$ cat src/rtl/max_stream_sched.sv
// Round-robin scheduler that shares one external combinational max unit between two
// burst requesters and returns one folded maximum per burst.
module max_stream_sched #(
    parameter int W     = 5,
    parameter int LEN_W = 4
) (
    input  logic             clk,
    input  logic             rst_n,
    input  logic             s0_valid,
    input  logic [W-1:0]     s0_data,
    input  logic             s0_last,
    output logic             s0_ready,
    input  logic             s1_valid,
    input  logic [W-1:0]     s1_data,
    input  logic             s1_last,
    output logic             s1_ready,
    output logic [W-1:0]     cmp_a,
    output logic [W-1:0]     cmp_b,
    input  logic [W-1:0]     cmp_max,
    output logic             m_valid,
    output logic [W-1:0]     m_data,
    output logic             m_id,
    output logic [LEN_W-1:0] m_count,
    input  logic             m_ready,
    output logic [1:0]       dbg_state
);

    // Handshakes: a beat or result transfers on a rising edge where valid && ready.
    typedef enum logic [1:0] {IDLE, FIRST, ACC, DONE} state_t;

    localparam logic [LEN_W-1:0] CNT_MAX = '1;
    localparam logic [LEN_W-1:0] CNT_ONE = LEN_W'(1);

    state_t          state;
    logic [W-1:0]    acc;
    logic [LEN_W-1:0] cnt;
    logic            gnt;
    logic            rr_last;

    logic            sel_valid;
    logic [W-1:0]    sel_data;
    logic            sel_last;
    logic            busy;

    always_comb begin
        sel_valid = gnt ? s1_valid : s0_valid;
        sel_data  = gnt ? s1_data  : s0_data;
        sel_last  = gnt ? s1_last  : s0_last;
        busy      = (state == FIRST) || (state == ACC);
    end

    always_comb begin
        s0_ready  = busy && !gnt;
        s1_ready  = busy && gnt;
        cmp_a     = (state == ACC) ? acc : '0;
        cmp_b     = (state == ACC) ? sel_data : '0;
        m_valid   = (state == DONE);
        m_data    = (state == DONE) ? acc : '0;
        m_id      = (state == DONE) && gnt;
        m_count   = (state == DONE) ? cnt : '0;
        dbg_state = state;
    end

    always_ff @(posedge clk) begin
        if (!rst_n) begin
            state   <= IDLE;
            acc     <= '0;
            cnt     <= '0;
            gnt     <= 1'b0;
            rr_last <= 1'b1;
        end else begin
            case (state)
                IDLE: begin
                    if (s0_valid || s1_valid) begin
                        // On a tie the requester that did not own the previous burst wins.
                        gnt   <= (s0_valid && s1_valid) ? !rr_last : s1_valid;
                        state <= FIRST;
                    end
                end
                FIRST: begin
                    if (sel_valid) begin
                        acc   <= sel_data;
                        cnt   <= CNT_ONE;
                        state <= sel_last ? DONE : ACC;
                    end
                end
                ACC: begin
                    if (sel_valid) begin
                        acc <= cmp_max;
                        if (cnt != CNT_MAX) begin
                            cnt <= cnt + CNT_ONE;
                        end
                        if (sel_last) begin
                            state <= DONE;
                        end
                    end
                end
                DONE: begin
                    if (m_ready) begin
                        rr_last <= gnt;
                        state   <= IDLE;
                    end
                end
                default: state <= IDLE;
            endcase
        end
    end

endmodule

$ cat config.mk
export PLATFORM = sky130hd
export DESIGN_NAME = max_stream_sched
export DESIGN_NICKNAME = d
export VERILOG_FILES = /design/src/rtl/max_stream_sched.sv
export SDC_FILE = /design/constraint.sdc
export NUM_CORES = 1
export LEC_CHECK = 0
export ABC_AREA = 0
export CAP_MARGIN = 20
export CORE_ASPECT_RATIO = 0.8
export CORE_MARGIN = 5
export CORE_UTILIZATION = 37
export CTS_BUF_LIST = sky130_fd_sc_hd__clkbuf_8
export CTS_CLUSTER_SIZE = 40
export DETAILED_ROUTE_END_ITERATION = 10
export GPL_TIMING_DRIVEN = 0
export PLACE_DENSITY = 0.8
export SLEW_MARGIN = 20
export SYNTH_ARGS = -nofsm -noshare
export SYNTH_HDL_FRONTEND = slang
export SYNTH_SLANG_ARGS = --single-unit
$ cat constraint.sdc
create_clock -name clk -period 1.6 [get_ports clk]
set_clock_uncertainty 0.15 [all_clocks]
set_input_delay 0.32 -clock clk [delete_from_list [all_inputs] [get_ports clk]]
set_output_delay 0.32 -clock clk [all_outputs]
set_load 0.05 [all_outputs]
==> impl_metrics.ini, run 1 <==
[place]
postPlaceCellArea_um2 = 1608
placed_cells = 202
port_buffers = 46
place.gp.congestion = 0.8257
dpl.hpwl_um = 2400

[logic_synthesis]
syn_avg_cell_area_um2 = 7.987
async_flop_share_pct = 0
synth_edf_count = 0
netlist_top_cells_area = dfxtp_1 (27%), mux2i_1 (16%), and2_1 (10%)
synth.distinct_cells = 26
synth_nets = 149
synth.top_cell.area_share_pct = 27.15
yosys.area_share.adder_pct = 9.138
synth_xor_area_share_pct = 0
yosysTopAreaCell = dfxtp_1
synth.cell_area_um2 = 958.4
yosysWarnings = 0
synth_compound_area_share_pct = 12.01
synth_ff_type = dfxtp_1
synthMuxAreaShare_pct = 16.84
yosys.area_share.simple_pct = 31.72
synth-seq-cells = 13
ys_seq_area_share_pct = 27.15
synth_top_family_by_area = simple AND/OR/NAND/NOR gates
netlist_instances = 120

[finish]
multi_input_area_um2 = 905.9
seqCellArea_um2 = 271.5
fin_nets = 213
fin_cells = 219
design_area_um2 = 2003
drive_above_1_share_pct = 50.27
insertedDiodeCount = 0
fin_util_pct = 81.35
area_growth_pct = 109.0
fillers = 149
final_cell_mix = nand2_1 (19), clkdlybuf4s50_1 (19), and2_4 (16)

[die]
coreArea_um2 = 2462
dieHeight_um = 55.52
ioPinCount = 47
die-area_um2 = 3714
rows = 16
start_util_pct = 38.92
die_w_um = 66.90

[timing]
setup_viol = 27
max_slew_margin_pct = 78.09
hold_viol_final = 0
worstMarginPinSlew_ps = 326.6
rsz0062_at_grt = true
fin_crit_sh_pct = 111.5
fin_crit_ps = 1784
report.final.slew_viol_count = 0
fmax_mhz = 560.7
setup_ws_ps = -183.6
worst_hold_slack_ps = 362.3

[detailed_routing]
drt_iter0_drc = 127
drc = 0
vias = 1137
totalWireLength_um = 3905
firstDrtPassIters = 4
ant_nets = 0
wl_per_cell_um = 17.83
avgViaCountPerCell = 5.192

[run]
drv_cap = 0

[global_routing]
track_usage_pct = 19.31
grt.overflow.total = 0
grt_pass1_wl_um = 5478
grt_max_degree = 11
grt_pass1_vias = 1121
antenna_found_initial = 0

[power_and_ir_drop]
p_clk_share_pct = 12.7
intPower_mw = 1.312
switchingPower_mw = 1.030
powerDensity_nw_per_um2 = 1169
power_mw = 2.341
swShare_pct = 43.99
seq_power_share_pct = 21.8
ir_drop_mv = 1.046
comb_power_share_pct = 65.5
cellLeakagePower_nw = 0.8223

[worst_setup_path]
reg2reg_to = cnt[0]$_SDFFE_PN0P_
cp-startpoint = dbg_state[0]$_SDFFE_PN0P_
critPathRequiredTime_ps = 1130
rr_worst_depth = 7
r2r-start = dbg_state[0]$_SDFFE_PN0P_
cp-endpoint = cmp_a[3]
critPathMaxStageDelay_ps = 400
cp-end-kind = output pin
cpMaxStageDelayCell = dfxtp_4
crit_type = flop to output pin
r2r_setup_slack_ps = -70
crit_fanout = 5
startpoint_type = flop
path_cells = inv_6 -> ha_4 -> clkbuf_8 -> and2_4 -> buf_8
worst_ep_arrival_time_ps = 1310

[cts]
clockBufferDepth = 2
cts_hold_buf = 0
htreeDepth = 1
cts-root-buf = clkbuf_8
insertion_delay_ps = 240
cts_tree = yes
cts_buffers = 3
cts.sinks = 13
clkTransAtPathRegs_ps = 60

[status]
violations = setup timing
status = complete, but fails checks

[hold_path]
hold_class = flop to flop
Yosys cell counts, types with 2 or more instances:
cell type,count
mux2i_1,15
a21oi_1,3
nor2b_1,7
o21ai_0,7
nor2_1,10
a31oi_1,2
nor3_1,2
inv_1,2
clkbuf_1,3
ha_1,7
nand2_1,19
nand3_1,2
and2_1,16
dfxtp_1,13
power by group through the flow:
stage | Combinational (mW) | Sequential, mW | Clock, mW
2_1_floorplan | 0.795 | 0.548 | 0
3_3_place_gp | 1.11 | 0.503 | 0
3_5_place_dp | 1.14 | 0.511 | 0
4_1_cts | 1.37 | 0.507 | 0.296
5_1_grt | 1.61 | 0.520 | 0.313
6_report | 1.53 | 0.510 | 0.298
layer usage:
layer / up-vias / wire, um / track usage [%]
met1: 553 / 1580 / 23.28
li1: 533 / - / -
met2: 39 / 2047 / 33.62
met4: 0 / 139 / 6.069
met3: 12 / 139 / 4.057
met5: - / 0 / 0
cell type report:
type / instances / area share (%)
Tap cell: 36 / 2.249
Clock buffer: 3 / 2.061
Clock inverter: 1 / 0.1874
Timing Repair Buffer: 59 / 32.60
Buffer: 4 / 3.310
Multi-Input combinational cell: 100 / 45.22
Sequential cell: 13 / 13.55
Inverter: 3 / 0.8120
cells by family (layout without fill, tap and decap cells):
| group | count (synthesis) | in the layout |
|---|---|---|
| flip-flops | 13 | 13 |
| AND/OR/NAND/NOR | 61 | 61 |
| multiplexers | 16 | 16 |
| adder cells (fa/ha/maj) | 7 | 7 |
| AO/OA/AOI/OAI | 16 | 16 |
| buffers and inverters | 7 | 70 |
registers in the layout (all words and copies together), names as in the netlist:
name and cells:
dbg_state 2, acc 5, rr_last 1, cnt 4, gnt 1
worst min path at each step:
stage | startpoint | endpoint | slack, ps | depth (start not counted)
6_report | rr_last$_SDFFE_PN1P_ | rr_last$_SDFFE_PN1P_ | 360 | 2
5_1_grt | rr_last$_SDFFE_PN1P_ | rr_last$_SDFFE_PN1P_ | 380 | 2
4_1_cts | cnt[1]$_SDFFE_PN0P_ | cnt[1]$_SDFFE_PN0P_ | 340 | 2
3_5_place_dp | cnt[1]$_SDFFE_PN0P_ | cnt[1]$_SDFFE_PN0P_ | 330 | 2
3_3_place_gp | cnt[1]$_SDFFE_PN0P_ | cnt[1]$_SDFFE_PN0P_ | 320 | 2
2_1_floorplan | rst_n | rr_last$_SDFFE_PN1P_ | 240 | 1
stage by stage:
stage / TNS, ps / setup slack [ps]
2_1_floorplan: -450.0 / -45.39
3_3_place_gp: -15330 / -686.0
3_5_place_dp: -16010 / -691.7
4_1_cts: -3710 / -171.6
5_1_grt: -4883 / -216.6
6_report: -3509 / -183.6
timing repair:
| action | 4_1_cts | 5_1_grt |
|---|---|---|
| resized for setup | 208 | 11 |
| pin swaps | 11 | 10 |
| cloned | 2 | 0 |
| buffers inserted | 6 | 5 |
| endpoints found under the setup margin | 34 | 34 |
critical path: cells and delay by family, from the launching register on:
| kind | cells | cell delay [ps] |
|---|---|---|
| adders and majority gates | 1 | 160 |
| buffers and inverters | 3 | 340 |
| DFF | 1 | 400 |
| and+or+nand+nor | 1 | 160 |
(Power assumes the default switching activity.)
==> run 2, diff against run 1 <==
--- a/config.mk
+++ b/config.mk
@@ -11,6 +11,7 @@
 export CORE_MARGIN = 5
 export CORE_UTILIZATION = 37
 export CTS_BUF_LIST = sky130_fd_sc_hd__clkbuf_8
+export CTS_CLUSTER_DIAMETER = 120
 export CTS_CLUSTER_SIZE = 40
 export DETAILED_ROUTE_END_ITERATION = 10
 export GPL_TIMING_DRIVEN = 0
==> constraint.sdc (replaced) <==
create_clock -name clk -period 1.6 [get_ports clk]
set_clock_uncertainty 0.15 [all_clocks]
set_input_delay 0.48 -clock clk [delete_from_list [all_inputs] [get_ports clk]]
set_output_delay 0.48 -clock clk [all_outputs]
set_load 0.05 [all_outputs]
==> run 2 against run 1 <==
The flow still finishes with violations (setup timing). Non-clock buffer count increased by 6. Routed wire length up 19%. Largest power group unchanged. Largest cell class unchanged. Critical path type unchanged. Count of clock-buffer cells in the layout stayed put. Critical path depth down 1. Power rose by 11%. Combinational power up 18%. Die area did not move.
==> impl_metrics.ini, run 2 (same netlist as run 1, synthesis figures left out) <==
[power_and_ir_drop]
swShare_pct = 44.69
cellLeakagePower_nw = 0.8795
power_mw = 2.602
powerDensity_nw_per_um2 = 1225
switchingPower_mw = 1.163
p_clk_share_pct = 11.3
seq_power_share_pct = 19.6
intPower_mw = 1.439
ir_drop_mv = 1.232
comb_power_share_pct = 69.2

[global_routing]
grt_max_degree = 11
antenna_found_initial = 1
grt_pass1_vias = 1189
grt_pass1_wl_um = 5989
grt.overflow.total = 0
track_usage_pct = 21.07

[cts]
cts_buffers = 3
cts.sinks = 13
clockBufferDepth = 2
insertion_delay_ps = 250
cts_tree = yes
clkTransAtPathRegs_ps = 60
cts_hold_buf = 0
cts-root-buf = clkbuf_8
htreeDepth = 1

[worst_setup_path]
startpoint_type = flop
crit_fanout = 6
path_cells = buf_12 -> mux2i_4 -> nor2b_4 -> buf_6
cpMaxStageDelayCell = dfxtp_4
critPathRequiredTime_ps = 970
critPathMaxStageDelay_ps = 400
critPathBufInv = 2
cp-end-kind = output pin
worst_ep_arrival_time_ps = 1300
crit_type = flop to output pin
cpLargestDelayFamily = flip-flops
r2r-start = dbg_state[1]$_SDFFE_PN0P_
cp-startpoint = gnt$_SDFFE_PN0P_

[die]
coreArea_um2 = 2462
die-area_um2 = 3714
die_w_um = 66.90
dieHeight_um = 55.52
ioPinCount = 47
rows = 16
start_util_pct = 38.92

[status]
status = complete, but fails checks
violations = setup timing

[finish]
seqCellArea_um2 = 271.5
final_common_cell = buf_8
fin_nets = 219
area_growth_pct = 121.7
fillers = 121
drive_above_1_share_pct = 53.44
final_cell_mix = buf_8 (26), nand2_1 (19), and2_4 (16)
top_register = acc
multi_input_area_um2 = 935.9
largest_reg_flops = 5

[timing]
fmax_mhz = 517.2
report.final.slew_viol_count = 0
worst_hold_slack_ps = 361.0
fin_crit_ps = 1933
setup_ws_ps = -333.3
rsz0062_at_grt = true
setup_viol = 35
fin_crit_sh_pct = 120.8
max_slew_margin_pct = 75.38
worstMarginPinSlew_ps = 362.1
hold_viol_final = 0

[place]
place.gp.congestion = 0.8068
dpl.hpwl_um = 2461
preCtsSetupSlack_ps = -1042
port_buffers = 46

[detailed_routing]
firstDrtPassIters = 4
totalWireLength_um = 4659
drc = 0
avgViaCountPerCell = 5.491
wl_per_cell_um = 20.62
vias = 1241
ant_nets = 0
drt_iter0_drc = 70

[hold_path]
worstHoldStart = rr_last$_SDFFE_PN1P_
hold_class = flop to flop

[run]
drv_cap = 0
==> run 2: cell types whose count changed in the layout (fill, tap and decap cells not counted), sizes merged <==
cell           previous run  this run
clkdlybuf4s50            19         7
clkbuf                    8         4
buf                      36        47
dlygate4sd2               0        14
diode                     0         1
clkdlybuf4s15             1         0
dlymetal6s2s              2         0
==> run 2: worst paths after layout <==
kind	to	slack, ps	cells after the start
worst min-delay path	rr_last$_SDFFE_PN1P_	360	2
worst max-delay path	cmp_b[0]	-330	4
worst min register to register	rr_last$_SDFFE_PN1P_	360	2
worst max register to register	dbg_state[0]$_SDFFE_PN0P_	-160	7
==> run 2: worst min-delay path, delay by kind of cell, from the launching register on <==
kind,cells,cell delay [ps]
flip-flops,1,320
AND/OR/NAND/NOR,2,130
==> run 2: area by class of cell <==
cell class	count	area share (%)
diodes	1	0.1178
plain buffers	4	3.534
flip-flops and latches	13	12.78
clock inverters	1	0.1767
well taps	36	2.120
repair buffers	65	34.33
multi-input cells	100	44.05
clock buffers	3	1.943
inverters	3	0.9423
==> run 2: through the flow <==
step                TNS [ps]  utilization [%]  area (um^2)  std cells
finish                 -7389            86.28         2125        226
global route           -8610            86.28         2125        226
CTS                    -6713            81.25         2001        219
detailed placement    -22760            65.70         1618        202
global placement      -21970            65.70         1618        202
floorplan              -3718                -         1112        120
==> run 2: power by group through the flow <==
stage | combinational (mW) | sequential [mW] | clock, mW
floorplan | 0.812 | 0.548 | 0
finish | 1.80 | 0.509 | 0.293
detailed placement | 1.17 | 0.510 | 0
global placement | 1.13 | 0.504 | 0
global route | 1.87 | 0.517 | 0.309
CTS | 1.52 | 0.501 | 0.295
==> run 2: metal layers <==
metal	global-route usage, %	part of all wire [%]
met1	26.67	40
met2	37.01	50
met3	3.043	6.5
met4	4.913	2.6
met5	0	0
==> run 2: timing repair <==
item | 4_1_cts | 5_1_grt
hold endpoints to repair | 0 | 0
resized for setup | 240 | 22
gates cloned | 2 | 0
buffers inserted | 11 | 8
pin swaps | 11 | 11
setup endpoints to repair | 36 | 36
==> run 3, diff against run 2 <==
--- a/config.mk
+++ b/config.mk
@@ -6,9 +6,8 @@
 export NUM_CORES = 1
 export LEC_CHECK = 0
 export ABC_AREA = 0
-export CAP_MARGIN = 20
 export CORE_ASPECT_RATIO = 0.8
-export CORE_MARGIN = 5
+export CORE_MARGIN = 4
 export CORE_UTILIZATION = 37
 export CTS_BUF_LIST = sky130_fd_sc_hd__clkbuf_8
 export CTS_CLUSTER_DIAMETER = 120
==> run 3 against run 2 <==
The flow still finishes with violations (setup timing). Cell area grew 0.24%. Critical path type unchanged. Largest cell class unchanged. First-iteration DRC count increased by 120%. Global-route usage rose by 2.8 points. Hold slack lost 6.7 ps. Sequential share of layout area about the same. Clock power is 2% higher. Core utilization increased by 0.20 points. Sequential cell count is the same.
==> impl_metrics.ini, run 3 (same netlist as run 1, synthesis figures left out) <==
[status]
status = complete, but fails checks
violations = setup timing

[timing]
fin_crit_ps = 1962
setup_ws_ps = -361.6
max_slew_margin_pct = 79.47
rsz0062_at_grt = true
fmax_mhz = 509.8
worstMarginPinSlew_ps = 302.0
fin_crit_sh_pct = 122.6
report.final.slew_viol_count = 0
setup_viol = 30
hold_viol_final = 0

[finish]
insertedDiodeCount = 0
fin_util_pct = 86.48
largest_reg_flops = 5
top_register = acc
area_growth_pct = 122.2
final_cell_mix = buf_8 (22), nand2_1 (18), and2_4 (16)
fin_cells = 224
drive_above_1_share_pct = 54.79
fin_nets = 218
final_common_cell = buf_8

[detailed_routing]
ant_nets = 0
avgViaCountPerCell = 5.313
firstDrtPassIters = 4
totalWireLength_um = 4377
drc = 0
vias = 1190
wl_per_cell_um = 19.54
drt_iter0_drc = 151

[worst_setup_path]
worst_ep_arrival_time_ps = 1330
critPathRequiredTime_ps = 970
r2r_setup_slack_ps = -150
crit_type = flop to output pin
crit_fanout = 5
startpoint_type = flop
cp-end-kind = output pin

[power_and_ir_drop]
powerDensity_nw_per_um2 = 1223
cellLeakagePower_nw = 0.8776
ir_drop_mv = 1.087

[cts]
cts_tree = yes
cts-root-buf = clkbuf_8
cts_buffers = 3
cts_hold_buf = 0
insertion_delay_ps = 250
clockBufferDepth = 2
cts.sinks = 13
htreeDepth = 1
clkTransAtPathRegs_ps = 60

[global_routing]
grt_max_degree = 11
grt.overflow.total = 0
grt_pass1_wl_um = 6058
grt_pass1_vias = 1199
track_usage_pct = 23.90
antenna_found_initial = 0

[die]
die-area_um2 = 3473
rows = 16
coreArea_um2 = 2462
die_w_um = 64.90
start_util_pct = 38.92
ioPinCount = 47
dieHeight_um = 53.52

[run]
drv_cap = 0

[place]
placed_cells = 202
place.gp.congestion = 0.8200
port_buffers = 46
dpl.hpwl_um = 2335

[hold_path]
hold_class = flop to flop
[run 3: cell count changes in the layout (fill, tap and decap cells not counted), sizes merged]
| cell | change |
|---|---|
| clkbuf | +1 |
| dlygate4sd2 | -2 |
| buf | -2 |
| clkdlybuf4s50 | +2 |
| diode | -1 |
[run 3: metal layers]
layer  track usage (%)  share of wire [%]  up-vias
li1                  -                  -      546
met1             29.06                 40      592
met2             42.78                 54       40
met3             4.034                3.9       12
met4             8.772                2.1        0
met5                 0                  0        -
[run 3: power breakdown]
part | switching [mW] | internal (mW) | leakage, nW
clock network | 0.128 | 0.170 | 0.0269
logic | 0.927 | 0.866 | 0.743
registers | 0.105 | 0.407 | 0.108
[run 3: final cells by class]
class / count / area [um^2]
multi-input cells: 100 / 953.4
repair buffers: 64 / 719.4
fillers: 128 / 332.8
flip-flops and latches: 13 / 271.5
plain buffers: 4 / 75.07
well taps: 36 / 45.04
clock buffers: 3 / 41.29
inverters: 3 / 20.02
clock inverters: 1 / 3.754
[run 3: what timing repair did]
action | 4_1_cts | 5_1_grt
endpoints found under the hold margin | 0 | 0
setup endpoints to repair | 36 | 36
cloned | 2 | 0
gates resized for setup | 239 | 22
buffers inserted | 13 | 4
pin swaps | 20 | 8
[run 3: stage by stage]
stage	worst slack (ps)	TNS (ps)	instance area [um^2]	power, mW	hold slack, ps
2_1_floorplan	-205.4	-3718	1112	1.360	286.8
4_1_cts	-330.4	-6743	2023	2.335	350.8
3_3_place_gp	-1000	-21980	1618	1.631	322.6
6_report	-361.6	-7950	2130	2.604	354.3
5_1_grt	-391.6	-9094	2130	2.705	367.2
3_5_place_dp	-1017	-22660	1618	1.665	328.1
[run 3: worst paths after layout]
path,from,to,cells after the start
setup / recovery,dbg_state[1]$_SDFFE_PN0P_,m_count[0],4
hold reg to reg,rr_last$_SDFFE_PN1P_,rr_last$_SDFFE_PN1P_,2
hold / removal,rr_last$_SDFFE_PN1P_,rr_last$_SDFFE_PN1P_,2
setup reg to reg,dbg_state[1]$_SDFFE_PN0P_,dbg_state[1]$_SDFFE_PN0P_,7
[run 3: worst max-delay path, cell delays in order, from the launching register on]
cell      delay [ps]
dfxtp_4          420
ha_4             210
clkbuf_8         170
and2_4           150
buf_8            140
